$ cat config.mk
export PLATFORM = sky130hd
export DESIGN_NAME = br_redirect_ctl
export DESIGN_NICKNAME = d
export VERILOG_FILES = /design/src/rtl/br_redirect_ctl_pkg.sv /design/src/rtl/br_redirect_ctl_sat_cnt.sv /design/src/rtl/br_redirect_ctl.sv
export SDC_FILE = /design/constraint.sdc
export NUM_CORES = 1
export LEC_CHECK = 0
export CAP_MARGIN = 20
export CORE_AREA = 2 2 109 121
export CTS_CLUSTER_SIZE = 25
export DETAILED_ROUTE_END_ITERATION = 10
export DIE_AREA = 0 0 111 123
export GPL_TIMING_DRIVEN = 0
export PLACE_DENSITY = 0.76
export SYNTH_ARGS = -nofsm -noshare
export SYNTH_HDL_FRONTEND = slang
export SYNTH_SLANG_ARGS = --single-unit
export TNS_END_PERCENT = 20
$ cat constraint.sdc
create_clock -name clk -period 2.4 [get_ports clk]
set_input_delay 0.72 -clock clk [delete_from_list [all_inputs] [get_ports clk]]
set_output_delay 0.72 -clock clk [all_outputs]
set_load 0.005 [all_outputs]
$ cat src/rtl/br_redirect_ctl_pkg.sv
// Shared types for the redirect controller: physical address, FSM state and request source.
package br_redirect_ctl_pkg;

    localparam int PADDR_W = 32;

    typedef logic [PADDR_W-1:0] t_paddr;

    typedef enum logic [1:0] {
        RD_IDLE,
        RD_FLUSH,
        RD_DRAIN,
        RD_REDIR
    } t_redir_state;

    typedef enum logic {
        RDS_BR,
        RDS_TRAP
    } t_redir_src;

endpackage

$ cat src/rtl/br_redirect_ctl_sat_cnt.sv
// Saturating event counter: increments on inc and holds once it reaches all-ones.
module sat_cnt #(
    parameter int CNT_W = 32
) (
    input  logic             clk,
    input  logic             reset,
    input  logic             inc,
    output logic [CNT_W-1:0] cnt
);

    always_ff @(posedge clk) begin
        if (reset)
            cnt <= '0;
        else if (inc && !(&cnt))
            cnt <= cnt + 1'b1;
    end

endmodule

$ cat src/rtl/br_redirect_ctl.sv
// Redirect sequencer: arbitrates trap vs. mispredict, flushes, waits for the pipe
// to drain, then presents the corrected target to fetch over valid/ready.
module br_redirect_ctl
    import br_redirect_ctl_pkg::*;
#(
    parameter int FLUSH_MIN_CYC = 2,
    parameter int CNT_W         = 32
) (
    input  logic             clk,
    input  logic             reset,
    input  logic             br_resvld_ex0,
    input  logic             br_mispred_ex0,
    input  t_paddr           br_tgt_ex0,
    input  logic             trap_req,
    input  t_paddr           trap_tgt,
    output logic             trap_ack,
    input  logic             pipe_empty,
    output logic             flush,
    output logic             stall_issue,
    output logic             fe_redir_valid,
    output t_paddr           fe_redir_tgt,
    input  logic             fe_redir_ready,
    output logic [CNT_W-1:0] mispred_cnt,
    output logic [CNT_W-1:0] trap_cnt
);

    // FLUSH exits once the incremented count reaches this value
    localparam logic [4:0] FLUSH_LAST = 5'(FLUSH_MIN_CYC - 1);

    t_redir_state state, state_d;
    logic [3:0]   fcnt, fcnt_d;
    t_paddr       tgt_q;
    logic         valid_q;
    logic         br_req, idle, accept, acc_trap, acc_br;
    logic [4:0]   fcnt_inc;

    assign br_req   = br_resvld_ex0 & br_mispred_ex0;
    assign idle     = (state == RD_IDLE);
    assign accept   = idle & (trap_req | br_req);
    assign acc_trap = idle & trap_req;
    assign acc_br   = idle & br_req & ~trap_req;
    assign fcnt_inc = {1'b0, fcnt} + 5'd1;

    assign trap_ack       = acc_trap;
    assign flush          = accept;
    assign stall_issue    = ~idle;
    assign fe_redir_valid = valid_q;
    assign fe_redir_tgt   = tgt_q;

    always_comb begin
        state_d = state;
        fcnt_d  = fcnt;
        unique case (state)
            RD_IDLE: begin
                fcnt_d = '0;
                if (accept)
                    state_d = RD_FLUSH;
            end
            RD_FLUSH: begin
                fcnt_d = fcnt_inc[3:0];
                if (fcnt_inc >= FLUSH_LAST)
                    state_d = RD_DRAIN;
            end
            RD_DRAIN: begin
                if (pipe_empty)
                    state_d = RD_REDIR;
            end
            RD_REDIR: begin
                if (fe_redir_ready)
                    state_d = RD_IDLE;
            end
            default: state_d = RD_IDLE;
        endcase
    end

    always_ff @(posedge clk) begin
        if (reset) begin
            state   <= RD_IDLE;
            fcnt    <= '0;
            valid_q <= 1'b0;
            tgt_q   <= '0;
        end else begin
            state   <= state_d;
            fcnt    <= fcnt_d;
            valid_q <= (state_d == RD_REDIR);
            if (accept)
                tgt_q <= trap_req ? trap_tgt : br_tgt_ex0;
        end
    end

    sat_cnt #(.CNT_W(CNT_W)) u_mispred_cnt (
        .clk   (clk),
        .reset (reset),
        .inc   (acc_br),
        .cnt   (mispred_cnt)
    );

    sat_cnt #(.CNT_W(CNT_W)) u_trap_cnt (
        .clk   (clk),
        .reset (reset),
        .inc   (acc_trap),
        .cnt   (trap_cnt)
    );

`ifndef SYNTHESIS
    t_redir_src src_dbg;
    logic       hold_q, flush_q;
    t_paddr     hold_tgt_q;

    assign src_dbg = trap_req ? RDS_TRAP : RDS_BR;

    always_ff @(posedge clk) begin
        if (!reset && accept)
            $display("INFO br_redirect_ctl: accept %s tgt=%h", src_dbg.name(),
                     trap_req ? trap_tgt : br_tgt_ex0);
        if (!reset && fe_redir_valid && fe_redir_ready)
            $display("INFO br_redirect_ctl: redirect tgt=%h", fe_redir_tgt);

        if (!reset && hold_q)
            assert (fe_redir_tgt == hold_tgt_q)
                else $error("br_redirect_ctl: fe_redir_tgt changed while stalled");
        assert (!(flush && flush_q))
            else $error("br_redirect_ctl: flush held longer than one cycle");
        assert (!trap_ack || trap_req)
            else $error("br_redirect_ctl: trap_ack without trap_req");

        hold_q     <= !reset && fe_redir_valid && !fe_redir_ready;
        hold_tgt_q <= fe_redir_tgt;
        flush_q    <= !reset && flush;
    end
`endif

endmodule

# Word level (Yosys, flattened, before mapping)
# Index checks and enable logic that the tools add are counted.
[totals] reg_bits=103 latch_bits=0 mem_bits_rw=0 romBits=0 inputBits=71 output_inout_bits=100 word_cells=37 memories=0
[op_classes] addsub=3 multipliers=0 div=0 magnitude_cmp=1 eq_ne=4 shift=0 mux=7 n_bitwise=8 reduce_logical=8
[op_table] op="$add A32 B1 Y32 const B" n=2
[op_table] op="$reduce_and A32 Y1" n=2
[op_table] op="$mux W32" n=1
[op_table] op="$mux W2" n=4
[op_table] op="$pmux W2 S4" n=1
[op_table] op="$pmux W4 S2" n=1
[op_table] op="$eq A2 B2 Y1 const B" n=3
[op_table] op="$add A4 B1 Y5 const B" n=1
[op_table] op="$and A1 B1 Y1" n=5
[op_table] op="$ge A5 B1 Y1 const B" n=1
[op_table] op="$eq A2 B1 Y1 const B" n=1
[op_table] op="$logic_and A1 B1 Y1" n=2
[op_table] op="$logic_not A1 Y1" n=2
[op_table] op="$logic_not A2 Y1" n=1
[op_table] op="$not A1 Y1" n=2
[op_table] op="$reduce_bool A2 Y1" n=1
[op_table] op="$or A1 B1 Y1" n=1

# Depth between registers and ports, before layout
# Gate-level depths: netlist of run 1.
[logic_depth] ltp_word=6 ltp_mapped=9

# Hierarchy
# A second synthesis of run 1 with hierarchy kept.
[hier_totals] cells_unflattened=577 hier_area_um2=5475.3
[by_module_without_submodules] module="sat_cnt" instances=2 cells_per_inst=191 area_per_inst_um2=1721.7
[by_module_without_submodules] module="br_redirect_ctl" instances=1 cells_per_inst=195 area_per_inst_um2=2031.9

# Least setup slack after synthesis of run 1
# OpenSTA, ideal clock, no wires.
[synth_path] path_kind="input port to output port" from="in trap_req" to="out flush" t_arrival_ns=1.692 slack_ns=-0.012 path_stages=5 path_buffers=3 path_cell_list="buf_2 -> a21oi_1 -> nor2_1 -> clkbuf_1 -> buf_1"
[synth_via] elab_chain_cells=2
[synth_rtl] element="from (decl)" line="br_redirect_ctl.sv:14" rtl="input logic trap_req,"
[synth_rtl] element="$or A1 B1 Y1" line="br_redirect_ctl.sv:39" rtl="assign accept = idle & (trap_req | br_req);"
[synth_rtl] element="$and A1 B1 Y1" line="br_redirect_ctl.sv:39"
[synth_rtl] element="to (decl)" line="br_redirect_ctl.sv:18" rtl="output logic flush,"
# No other way between the ends.

# Final worst setup path of run 1
[layout_path] from="in trap_req" to="out trap_ack"
[layout_via] elab_chain_cells=1
[layout_rtl] element="$and A1 B1 Y1" line="br_redirect_ctl.sv:40" rtl="assign acc_trap = idle & trap_req;"
[layout_rtl] element="to (decl)" line="br_redirect_ctl.sv:16" rtl="output logic trap_ack,"
# No other way between the ends.

==> results of run 1 <==
[registers in the layout, indices dropped and copies added (netlist names)]
register and count:
u_trap_cnt.cnt 32, state 2, fe_redir_valid 1, u_mispred_cnt.cnt 32, fcnt 4, fe_redir_tgt 32
[cell usage after synthesis (all sizes together) (8+ instances only)]
cell type,instances
and4,12
nand4,25
nand2,21
clkbuf,22
o21ai,26
a21oi,41
or4,10
o31ai,9
xnor2,17
or3,26
nor2b,9
nor2,76
nor4,12
mux2,8
nand3,25
inv,11
a211oi,40
dfxtp,103
mux2i,34
buf,16
[stage by stage]
stage	cell area (um2)	total power, mW	setup TNS (ns)	utilization
6_report	7372	4.021	0	0.5932
5_1_grt	7372	4.187	-0.04624	0.5932
4_1_cts	7341	4.046	0	0.5907
3_5_place_dp	7013	2.548	-11.71	0.5643
3_3_place_gp	7013	2.529	-9.959	0.5643
2_1_floorplan	5135	2.163	0	-
[routing by layer]
metal  vias to the layer above  track usage
li1                       2550            -
met1                      2502       0.2502
met2                       155       0.3934
met3                        14      0.05147
met4                         0      0.07344
met5                         -            0
[worst max-delay path: stages]
cell                              delay (ns)
sky130_fd_sc_hd__buf_4                  0.18
sky130_fd_sc_hd__nand2_2                0.11
sky130_fd_sc_hd__clkinv_2               0.12
sky130_fd_sc_hd__clkdlybuf4s50_1        0.51
[timing repair]
action,in CTS,in global routing
endpoints found under the hold margin,0,0
setup buffers,1,3
cloned,0,0
resized for setup,13,5
setup endpoints to repair,8,12
pin swaps,1,1
[final timing paths]
check	slack, ns	cells past startpoint	to
max	0.04	4	trap_ack
min	0.50	2	fe_redir_tgt[27]
max reg2reg	0.16	7	u_mispred_cnt.cnt[19]
min reg2reg	0.50	2	fe_redir_tgt[27]
[cell families after synthesis]
group	Yosys count	synth area share
compound gates	128	0.1565
xor+xnor	18	0.03071
fa+ha+maj	4	0.009749
buf+inv	50	0.04143
flops	103	0.4017
mux	42	0.08384
simple gates	247	0.2761
[where the power goes]
part / leakage, nW / switching, mW / internal (mW)
sequential: 0.839 / 0.0559 / 1.80
combinational: 1.59 / 0.299 / 0.369
clock: 0.139 / 0.680 / 0.818
[area by class of cell]
cell class,count,share of cell area
multi-input combinational,439,0.3892
sequential,103,0.2800
timing repair buffer,172,0.2320
clock buffer,9,0.03055
tap,157,0.02665
buffer,37,0.02461
clock inverter,7,0.01069
inverter,12,0.006280
==> impl_metrics.sql, run 1 <==
INSERT INTO impl_metrics (metric_group, metric, value, unit) VALUES
('outcome', 'outcome', 'complete, no violations', ''),
('clock_network', 'cts.clk_slew.worst_paths', '0.07', 'ns'),
('setup_path', 'worstPathMaxFanout', '10', ''),
('finish', 'finish.net_count', '849', ''),
('grt', 'grt_remaining_overflow', '0', ''),
('synth', 'syn-num-nets', '667', ''),
('finish', 'final_cell_mix', '165 x sky130_fd_sc_hd__clkdlybuf4s50_1, 101 x sky130_fd_sc_hd__dfxtp_1, 74 x sky130_fd_sc_hd__nor2_1, 40 x sky130_fd_sc_hd__a21oi_1, 40 x sky130_fd_sc_hd__a211oi_1', ''),
('clock_network', 'cts-root-to-sink-buffers', '2', ''),
('grt', 'grt_antenna_before_repair', '0', ''),
('synth', 'synth_cell_type_count', '56', ''),
('finish', 'layout.cells.most_common', 'sky130_fd_sc_hd__clkdlybuf4s50_1', ''),
('synth', 'synthesis.area', '5134', 'um2'),
('floorplan', 'start_util', '0.4131', ''),
('setup_path', 'worst_r2r_startpoint', 'state[0]', ''),
('synth', 'sequential_cell_area_fraction_in_the_yosys_report', '0.4017', ''),
('drt', 'drt_iter0_markers', '262', ''),
('floorplan', 'ios', '171', ''),
('place', 'dp_slack', '-1.004', 'ns'),
('drt', 'post_detailed_route_via_to_cell_ratio', '5.578', ''),
('place', 'cells_after_dpl', '917', ''),
('min_path', 'hp-start', 'fe_redir_tgt[27]', ''),
('clock_network', 'cts-buffers-inserted', '9', ''),
('grt', 'first_global_vias', '4959', ''),
('sta', 'fin_worst_skew', '0.009870', 'ns'),
('sta', 'hold_ws', '0.4983', 'ns'),
('sta', 'minimum_clock_period_after_layout', '2.357', 'ns'),
('synth', 'dominantRegCellSynth', 'sky130_fd_sc_hd__dfxtp_1', ''),
('synth', 'count_of_synthesis_stage_warnings_from_yosys', '0', ''),
('drt', 'dr_wl_met2', '7910', 'um'),
('floorplan', 'die_x', '111', 'um'),
('job', 'max_cap_violations', '0', ''),
('drt', 'top_layer', 'met4', ''),
('synth', 'netlist_instances', '592', ''),
('grt', 'grt_pass1_wl', '24070', 'um'),
('sta', 'max-slew-margin-rel', '0.5287', ''),
('synth', 'asyncSetResetFlopFracSynth', '0', ''),
('sta', 'worst_slack_setup_final', '0.04272', 'ns'),
('drt', 'detail_route.wirelength.met1', '6253', 'um'),
('finish', 'syn2layout_area_growth', '43.60', '%'),
('synth', 'yosys_register_bits', '103', ''),
('sta', 'report.final.hold_viol_count', '0', ''),
('pwr', 'power_density', '545.4', 'nW/um2'),
('finish', 'diodes', '0', ''),
('synth', 'synth.area.top_cells', 'sky130_fd_sc_hd__dfxtp_1 40%, sky130_fd_sc_hd__mux2i_1 6.6%, sky130_fd_sc_hd__a211oi_1 5.8%', ''),
('clock_network', 'clock_sinks', '103', ''),
('setup_path', 'critPathKind', 'in -> out', ''),
('drt', 'drt_pre_antenna_iters', '4', ''),
('floorplan', 'placementRows', '43', ''),
('finish', 'seq_area', '2064', 'um2'),
('clock_network', 'clock_insertion_delay_at_the_later_pin_of_the_skew_report', '0.35', 'ns'),
('setup_path', 'nature_of_the_critical_path_startpoint', 'primary input', ''),
('drt', 'drcViolationCount', '0', ''),
('drt', 'wl_met3', '932', 'um'),
('finish', 'finish.cell_count_without_fillers', '936', ''),
('synth', 'syn-mean-instance-area', '8.672', 'um2'),
('clock_network', 'cts.hold.buffers_added', '0', ''),
('grt', 'maximum_number_of_pins_on_one_net_before_global_route_repair', '19', ''),
('place', 'placement.io_buffers', '168', ''),
('place', 'gpl.final_weighted_congestion', '0.9011', ''),
('drt', 'routed-via-count', '5221', ''),
('synth', 'synth-edff-count', '0', ''),
('pwr', 'vdd_ir_drop_max', '404.6', 'uV'),
('finish', 'final.fill_count', '1079', ''),
('drt', 'final_antenna_net_count', '0', ''),
('grt', 'grt_util_all_layers', '0.2158', ''),
('min_path', 'hold_path.class', 'reg -> reg', ''),
('setup_path', 'timing.critical_path.required', '1.68', 'ns'),
('floorplan', 'core', '12430', 'um2'),
('sta', 'finalSetupViolCount', '0', ''),
('sta', 'final_min_period_over_clock_period', '0.9822', ''),
('drt', 'avgRoutedWirePerCell', '16.36', 'um');
Power figures use the tool's default switching activity.
==> run 2, diff against run 1 <==
ABC_CLOCK_PERIOD_IN_PS = 2400   (was unset)
PLACE_DENSITY = unset   (was 0.76)
PLACE_DENSITY_LB_ADDON = 0.12   (was unset)
==> run 2 against run 1 <==
Flip-flop and latch count unchanged. Clock power up 21%. Largest power group unchanged. Sequential share of layout area down 0.42 points. Setup slack worse by 0.019 ns. Utilization up 0.91 points. Hold slack worse by 0.0023 ns. Maximum frequency down 0.81%. Wire length down 2.7%. Clock skew up 0.0031 ns.
==> impl_metrics.sql, run 2 (synthesized netlist as in run 1, its figures left out) <==
INSERT INTO impl_metrics (metric_group, metric, value, unit) VALUES
('grt', 'grt_pass1_wl', '23850', 'um'),
('drt', 'dr_wl_met2', '7279', 'um'),
('drt', 'wl_met3', '973', 'um'),
('grt', 'grt_util_all_layers', '0.2150', ''),
('grt', 'maximum_number_of_pins_on_one_net_before_global_route_repair', '17', ''),
('job', 'max_cap_violations', '0', ''),
('clock_network', 'clock_sinks', '103', ''),
('setup_path', 'nature_of_the_critical_path_startpoint', 'primary input', ''),
('setup_path', 'timing.critical_path.required', '1.68', 'ns'),
('floorplan', 'placementRows', '43', ''),
('sta', 'max_slew.worst_pin.slew', '0.7691', 'ns'),
('finish', 'syn2layout_area_growth', '45.80', '%'),
('pwr', 'power.leakage', '2.634', 'nW'),
('sta', 'final_min_period_over_clock_period', '0.9902', ''),
('clock_network', 'cts_htree_levels', '3', ''),
('setup_path', 'cp-end-kind', 'output pin', ''),
('sta', 'finalSetupViolCount', '0', ''),
('drt', 'postRouteWirelength', '14900', 'um'),
('floorplan', 'ios', '171', ''),
('clock_network', 'cts.clk_slew.worst_paths', '0.07', 'ns'),
('floorplan', 'die_y', '123', 'um'),
('clock_network', 'root_buffer', 'sky130_fd_sc_hd__clkbuf_16', ''),
('drt', 'avgRoutedWirePerCell', '15.85', 'um'),
('clock_network', 'cts-buffers-inserted', '9', ''),
('drt', 'drt_iter0_markers', '296', ''),
('grt', 'grt_antenna_before_repair', '1', ''),
('drt', 'detail_route.wirelength.met1', '6419', 'um'),
('drt', 'drcViolationCount', '0', ''),
('clock_network', 'cts.hold.buffers_added', '0', ''),
('floorplan', 'dieArea', '13650', 'um2'),
('setup_path', 'worstPathMaxFanout', '2', ''),
('setup_path', 'reg_to_reg_slack_setup', '0.11', 'ns'),
('sta', 'achievable-frequency', '0.4208', 'GHz'),
('min_path', 'whs_endpoint', 'fe_redir_tgt[26]', ''),
('grt', 'grt_remaining_overflow', '0', ''),
('drt', 'final_antenna_net_count', '0', ''),
('finish', 'finish.net_count', '852', ''),
('drt', 'drt_pre_antenna_iters', '5', ''),
('finish', 'layout.cells.most_common', 'sky130_fd_sc_hd__clkdlybuf4s50_1', ''),
('setup_path', 'worstReg2RegEnd', 'u_trap_cnt.cnt[1]', ''),
('setup_path', 'cp.arrival', '1.66', 'ns'),
('sta', 'report.final.hold_viol_count', '0', ''),
('sta', 'minimum_clock_period_after_layout', '2.377', 'ns'),
('place', 'cells_after_dpl', '917', ''),
('place', 'detailedPlacementHpwl', '11160', 'um'),
('outcome', 'outcome', 'complete, no violations', ''),
('floorplan', 'die_x', '111', 'um'),
('finish', 'layout-drive-gt1-share', '0.08696', ''),
('finish', 'final_cell_mix', '165 x sky130_fd_sc_hd__clkdlybuf4s50_1, 101 x sky130_fd_sc_hd__dfxtp_1, 74 x sky130_fd_sc_hd__nor2_1, 40 x sky130_fd_sc_hd__a21oi_1, 40 x sky130_fd_sc_hd__a211oi_1', ''),
('finish', 'layout.core_utilization', '0.6022', ''),
('sta', 'grt_setup_unrepaired', 'true', ''),
('drt', 'top_layer', 'met4', ''),
('pwr', 'vdd_ir_drop_max', '399.3', 'uV'),
('drt', 'routed-via-count', '5133', ''),
('sta', 'report.final.slew_viol_count', '0', ''),
('clock_network', 'clock_insertion_delay_at_the_later_pin_of_the_skew_report', '0.35', 'ns'),
('place', 'gpl.final_weighted_congestion', '0.8466', ''),
('min_path', 'hp-start', 'fe_redir_tgt[26]', ''),
('min_path', 'hold_path.class', 'reg -> reg', ''),
('clock_network', 'cts_tree', 'yes', ''),
('finish', 'finish.cell_count_without_fillers', '940', ''),
('sta', 'fin_worst_skew', '0.01293', 'ns'),
('setup_path', 'critPathKind', 'in -> out', ''),
('pwr', 'power_density', '581.3', 'nW/um2'),
('floorplan', 'core', '12430', 'um2'),
('setup_path', 'r2r.worst_path.cells', '9', ''),
('clock_network', 'cts-root-to-sink-buffers', '2', ''),
('place', 'placement.io_buffers', '168', ''),
('grt', 'first_global_vias', '4899', ''),
('drt', 'post_detailed_route_via_to_cell_ratio', '5.461', ''),
('min_path', 'hold_path_depth', '2', ''),
('sta', 'max-slew-margin-rel', '0.4873', ''),
('setup_path', 'worst_r2r_startpoint', 'u_trap_cnt.cnt[1]', ''),
('floorplan', 'start_util', '0.4131', '');
[run 2: metal layers]
layer  track usage  vias up
li1              -     2558
met4       0.08359        0
met5             0        -
met1        0.2568     2398
met3       0.05392       16
met2        0.3754      161
[run 2: report_power, final]
group | internal [mW] | switching [mW]
combinational | 0.385 | 0.301
sequential | 1.80 | 0.0562
clock | 1.16 | 0.654
total | 3.34 | 1.01
[run 2: worst max-delay path: stages]
cell                              delay (ns)
sky130_fd_sc_hd__dlygate4sd2_1          0.28
sky130_fd_sc_hd__a21oi_2                0.15
sky130_fd_sc_hd__nor2_2                 0.06
sky130_fd_sc_hd__clkbuf_8               0.13
sky130_fd_sc_hd__buf_8                  0.11
sky130_fd_sc_hd__clkdlybuf4s15_2        0.20
[run 2: layout make-up]
| type | count | area, um2 |
|---|---|---|
| Fill cell | 1105 | 4943 |
| Multi-Input combinational cell | 439 | 2880 |
| Sequential cell | 103 | 2064 |
| Timing Repair Buffer | 174 | 1725 |
| Clock buffer | 11 | 242.7 |
| Buffer | 38 | 196.4 |
| Tap cell | 157 | 196.4 |
| Clock inverter | 5 | 128.9 |
| Inverter | 12 | 47.55 |
| Antenna cell | 1 | 2.502 |
[run 2: how the worst max path moves through the flow]
stage	startpoint	cells after the start	endpoint
3_5_place_dp	br_mispred_ex0	6	flush
4_1_cts	u_trap_cnt.cnt[1]	9	u_trap_cnt.cnt[1]
3_3_place_gp	br_mispred_ex0	6	flush
5_1_grt	br_mispred_ex0	6	flush
2_1_floorplan	trap_req	5	flush
6_report	br_mispred_ex0	6	flush
[run 2: metrics by stage]
step | setup TNS, ns | cell area [um2] | hold WS, ns | total power, mW | setup WS [ns]
after floorplan | 0 | 5135 | 0.4794 | 2.163 | 0.06390
after global placement | -16.84 | 7013 | 0.4844 | 2.537 | -1.119
after detailed placement | -18.59 | 7013 | 0.4921 | 2.548 | -1.155
after CTS | 0 | 7445 | 0.4998 | 4.379 | 0.02334
after global routing | -0.01256 | 7485 | 0.5195 | 4.536 | -0.01256
final | 0 | 7485 | 0.4961 | 4.351 | 0.02347
[run 2: timing repair]
item                                    4_1_cts  5_1_grt
endpoints found under the setup margin       18       12
buffers inserted                              3        3
pin swaps                                     1        2
gates cloned                                  0        0
gates resized for setup                      17        7
==> RTL change, RTL diff (settings of run 2) <==
Put a register stage on the output `mispred_cnt`, cleared by the reset. The value now appears one clock later. The other outputs are not delayed to match.
--- a/src/rtl/br_redirect_ctl.sv
+++ b/src/rtl/br_redirect_ctl.sv
@@ -27,4 +27,6 @@
     // FLUSH exits once the incremented count reaches this value
     localparam logic [4:0] FLUSH_LAST = 5'(FLUSH_MIN_CYC - 1);
+
+    logic [CNT_W-1:0] mispred_cnt_d;
 
     t_redir_state state, state_d;
@@ -93,5 +95,5 @@
         .reset (reset),
         .inc   (acc_br),
-        .cnt   (mispred_cnt)
+        .cnt   (mispred_cnt_d)
     );
 
@@ -131,4 +133,12 @@
 `endif
 
+    always_ff @(posedge clk) begin
+        if (reset) begin
+            mispred_cnt <= '0;
+        end else begin
+            mispred_cnt <= mispred_cnt_d;
+        end
+    end
+
 endmodule
 
Behaviour: not the same (Yosys sat finds a counterexample within 4 cycles, from zero or initial values and one cycle with reset high).
==> RTL change against run 2 <==
Area after synthesis is 11% higher. Core utilization rose by 7.5 points. Largest cell class unchanged. Power rose by 34%. Final area increased by 13%. Sequential cell count rose by 32. Wire length increased by 5.7%. Largest power group is now the clock network. Worst setup slack better by 0.024 ns. Sequential share of layout area increased by 4.5 points. First-iteration DRC count increased by 1.4%. Hold slack gained 0.0017 ns.
==> RTL change: results (changes against run 2) <==
- Max VDD drop: 0.000500 V (+25%)
- Syn_nets: 701 (+5.1%)
- Die ar.: 13700 µm² (unchanged)
- Max-slew headroom: 0.524 (+0.0371)
- Max stage delay on crit path: 0.30 ns (+0.02 ns)
- WP data arrival: 1.63 ns (-0.03 ns)
- Most common library cells after synthesis: dfxtp_1 (135), nor2_1 (90), nor2b_1 (35)
- Via count: 5366 (+4.5%)
- EDFF count, synth: 0 (unchanged)
- Post-synthesis sequential area ratio: 0.473 (+0.0712)
- Clock Latency Late Sink: 0.42 ns (+0.07 ns)
- Inserted Clock Buffers: 17 (+8)
- Reg-to-reg slack, setup: 0.10 ns
- Critical R2R Launch: u_mispred_cnt.cnt[2]$_SDFFE_PP0P_
- Routed wl met2: 8170 µm (+12%)
- CTS max path bufs: 2 (unchanged)
- Reg-to-reg critical path endpoint: u_mispred_cnt.cnt[9]$_SDFFE_PP0P_
- Gr usage total: 0.229 (+0.0135)
- Slowest CP cell: dfxtp_1
- Top sig layer: met4
- Vias in the first global route: 5200 (+6.1%)
- Leakage power: 3.10 nW (+18%)
- Met1 Routed Length: 6080 µm (-5.3%)
- Via/cell ratio: 5.40 (-1.0%)
- Initial antenna violation count: 0 (-1)
- Syn avg cell area: 9.13 µm² (+5.3%)
- Reg2Reg Depth: 6 (-3)
- Clk_skew: 0.00999 ns (-0.00294 ns)
- Critical Path Fanout Max: 10 (+8)
- Placed cells: 951 (+3.7%)
- Nets: 898 (+5.4%)
- Asr flop ratio synth: 0 (unchanged)
- Status: complete, no violations
- Met3 WL: 1120 µm (+15%)
- Hold endpoint: mispred_cnt[31]$_SDFF_PP0_
- TNS Setup: 0 ns (unchanged)
- PortBufs: 168 (unchanged)
- First-pass GRT wire length: 24800 µm (+4.1%)
- Synth top area cells: dfxtp_1 (47%), nor2_1 (5.9%), mux2i_1 (5.8%)
- DP HPWL: 11600 µm (+4.1%)
- Pre-CTS WS: -1.16 ns (-0.00229 ns)
- Hold path startpoint: u_mispred_cnt.cnt[31]$_SDFFE_PP0P_
- WHS: 0.498 ns (+0.00169 ns)
- First drt pass iteration count: 5 (unchanged)
- Worst-path clk slew: 0.06 ns
- Synth cell types: 47 (-16%)
- Final wirelength: 15800 µm (+5.7%)
- RD Place Congestion: 0.829 (-2.1%)
- Cell family with the largest share of critical-path delay: buffers and inverters
- Root buf cell: clkbuf_16
- H-tree level count: 4 (+1)
- Iter 0 DRT Violations: 300 (+1.4%)
- Worst Hold Depth: 1 (-1)
- Cell Area, Placed: 7600 µm² (+8.3%)
- Share of layout cells above drive strength 1: 0.121 (+0.0339)
- N_diodes: 0 (-1)
- Largest net degree at the start of global routing: 19 (+2)
-- RTL change: routing by layer --
| layer | vias up | GRT usage |
|---|---|---|
| met2 | 173 | 0.417 |
| met1 | 2517 | 0.239 |
| met3 | 32 | 0.0819 |
| met4 | 0 | 0.101 |
| li1 | 2644 | - |
| met5 | - | 0 |
-- RTL change: logic make-up (layout without fill, tap and decap cells) --
group / Yosys count / after routing / synth area share
AOI/OAI and AO/OA: 110 / 110 / 0.121
xor gates and xnor gates: 8 / 8 / 0.0123
adders and majority gates: 4 / 4 / 0.00876
buffers and inverters: 47 / 257 / 0.0348
DFF: 135 / 135 / 0.473
muxes: 60 / 60 / 0.111
and+or+nand+nor: 262 / 262 / 0.239
-- RTL change: cell type report --
cell class,count,area (µm²)
fill,1002,4010
multi-input combinational,444,2940
sequential,135,2700
timing repair buffer,181,1770
clock buffer,22,484
tap,157,196
clock inverter,10,141
buffer,31,141
inverter,13,48.8
-- RTL change: worst max-delay path by stage --
stage	from	slack, ns	endpoint
detailed placement	br_resvld_ex0	-1.16	flush
global route	u_trap_cnt.cnt[13]$_SDFFE_PP0P_	-0.01	u_trap_cnt.cnt[15]$_SDFFE_PP0P_
global placement	br_resvld_ex0	-1.15	flush
floorplan	trap_req	-0.06	u_mispred_cnt.cnt[7]$_SDFFE_PP0P_
CTS	state[1]$_SDFF_PP0_	-0.1	flush
finish	state[1]$_SDFF_PP0_	0.05	trap_ack
-- RTL change: power breakdown --
part           internal, W  switching, W  total (W)
Clock              0.00175      0.000966    0.00272
Sequential         0.00233     0.0000600    0.00239
Combinational     0.000400      0.000320   0.000720
Total              0.00448       0.00135    0.00583
-- RTL change: timing repair --
item                       CTS  global route
gates cloned                 0             0
hold buffers                 0             0
setup endpoints to repair   35            52
pin swaps                    6             2
buffers inserted             7             6
gates resized for setup     25            20
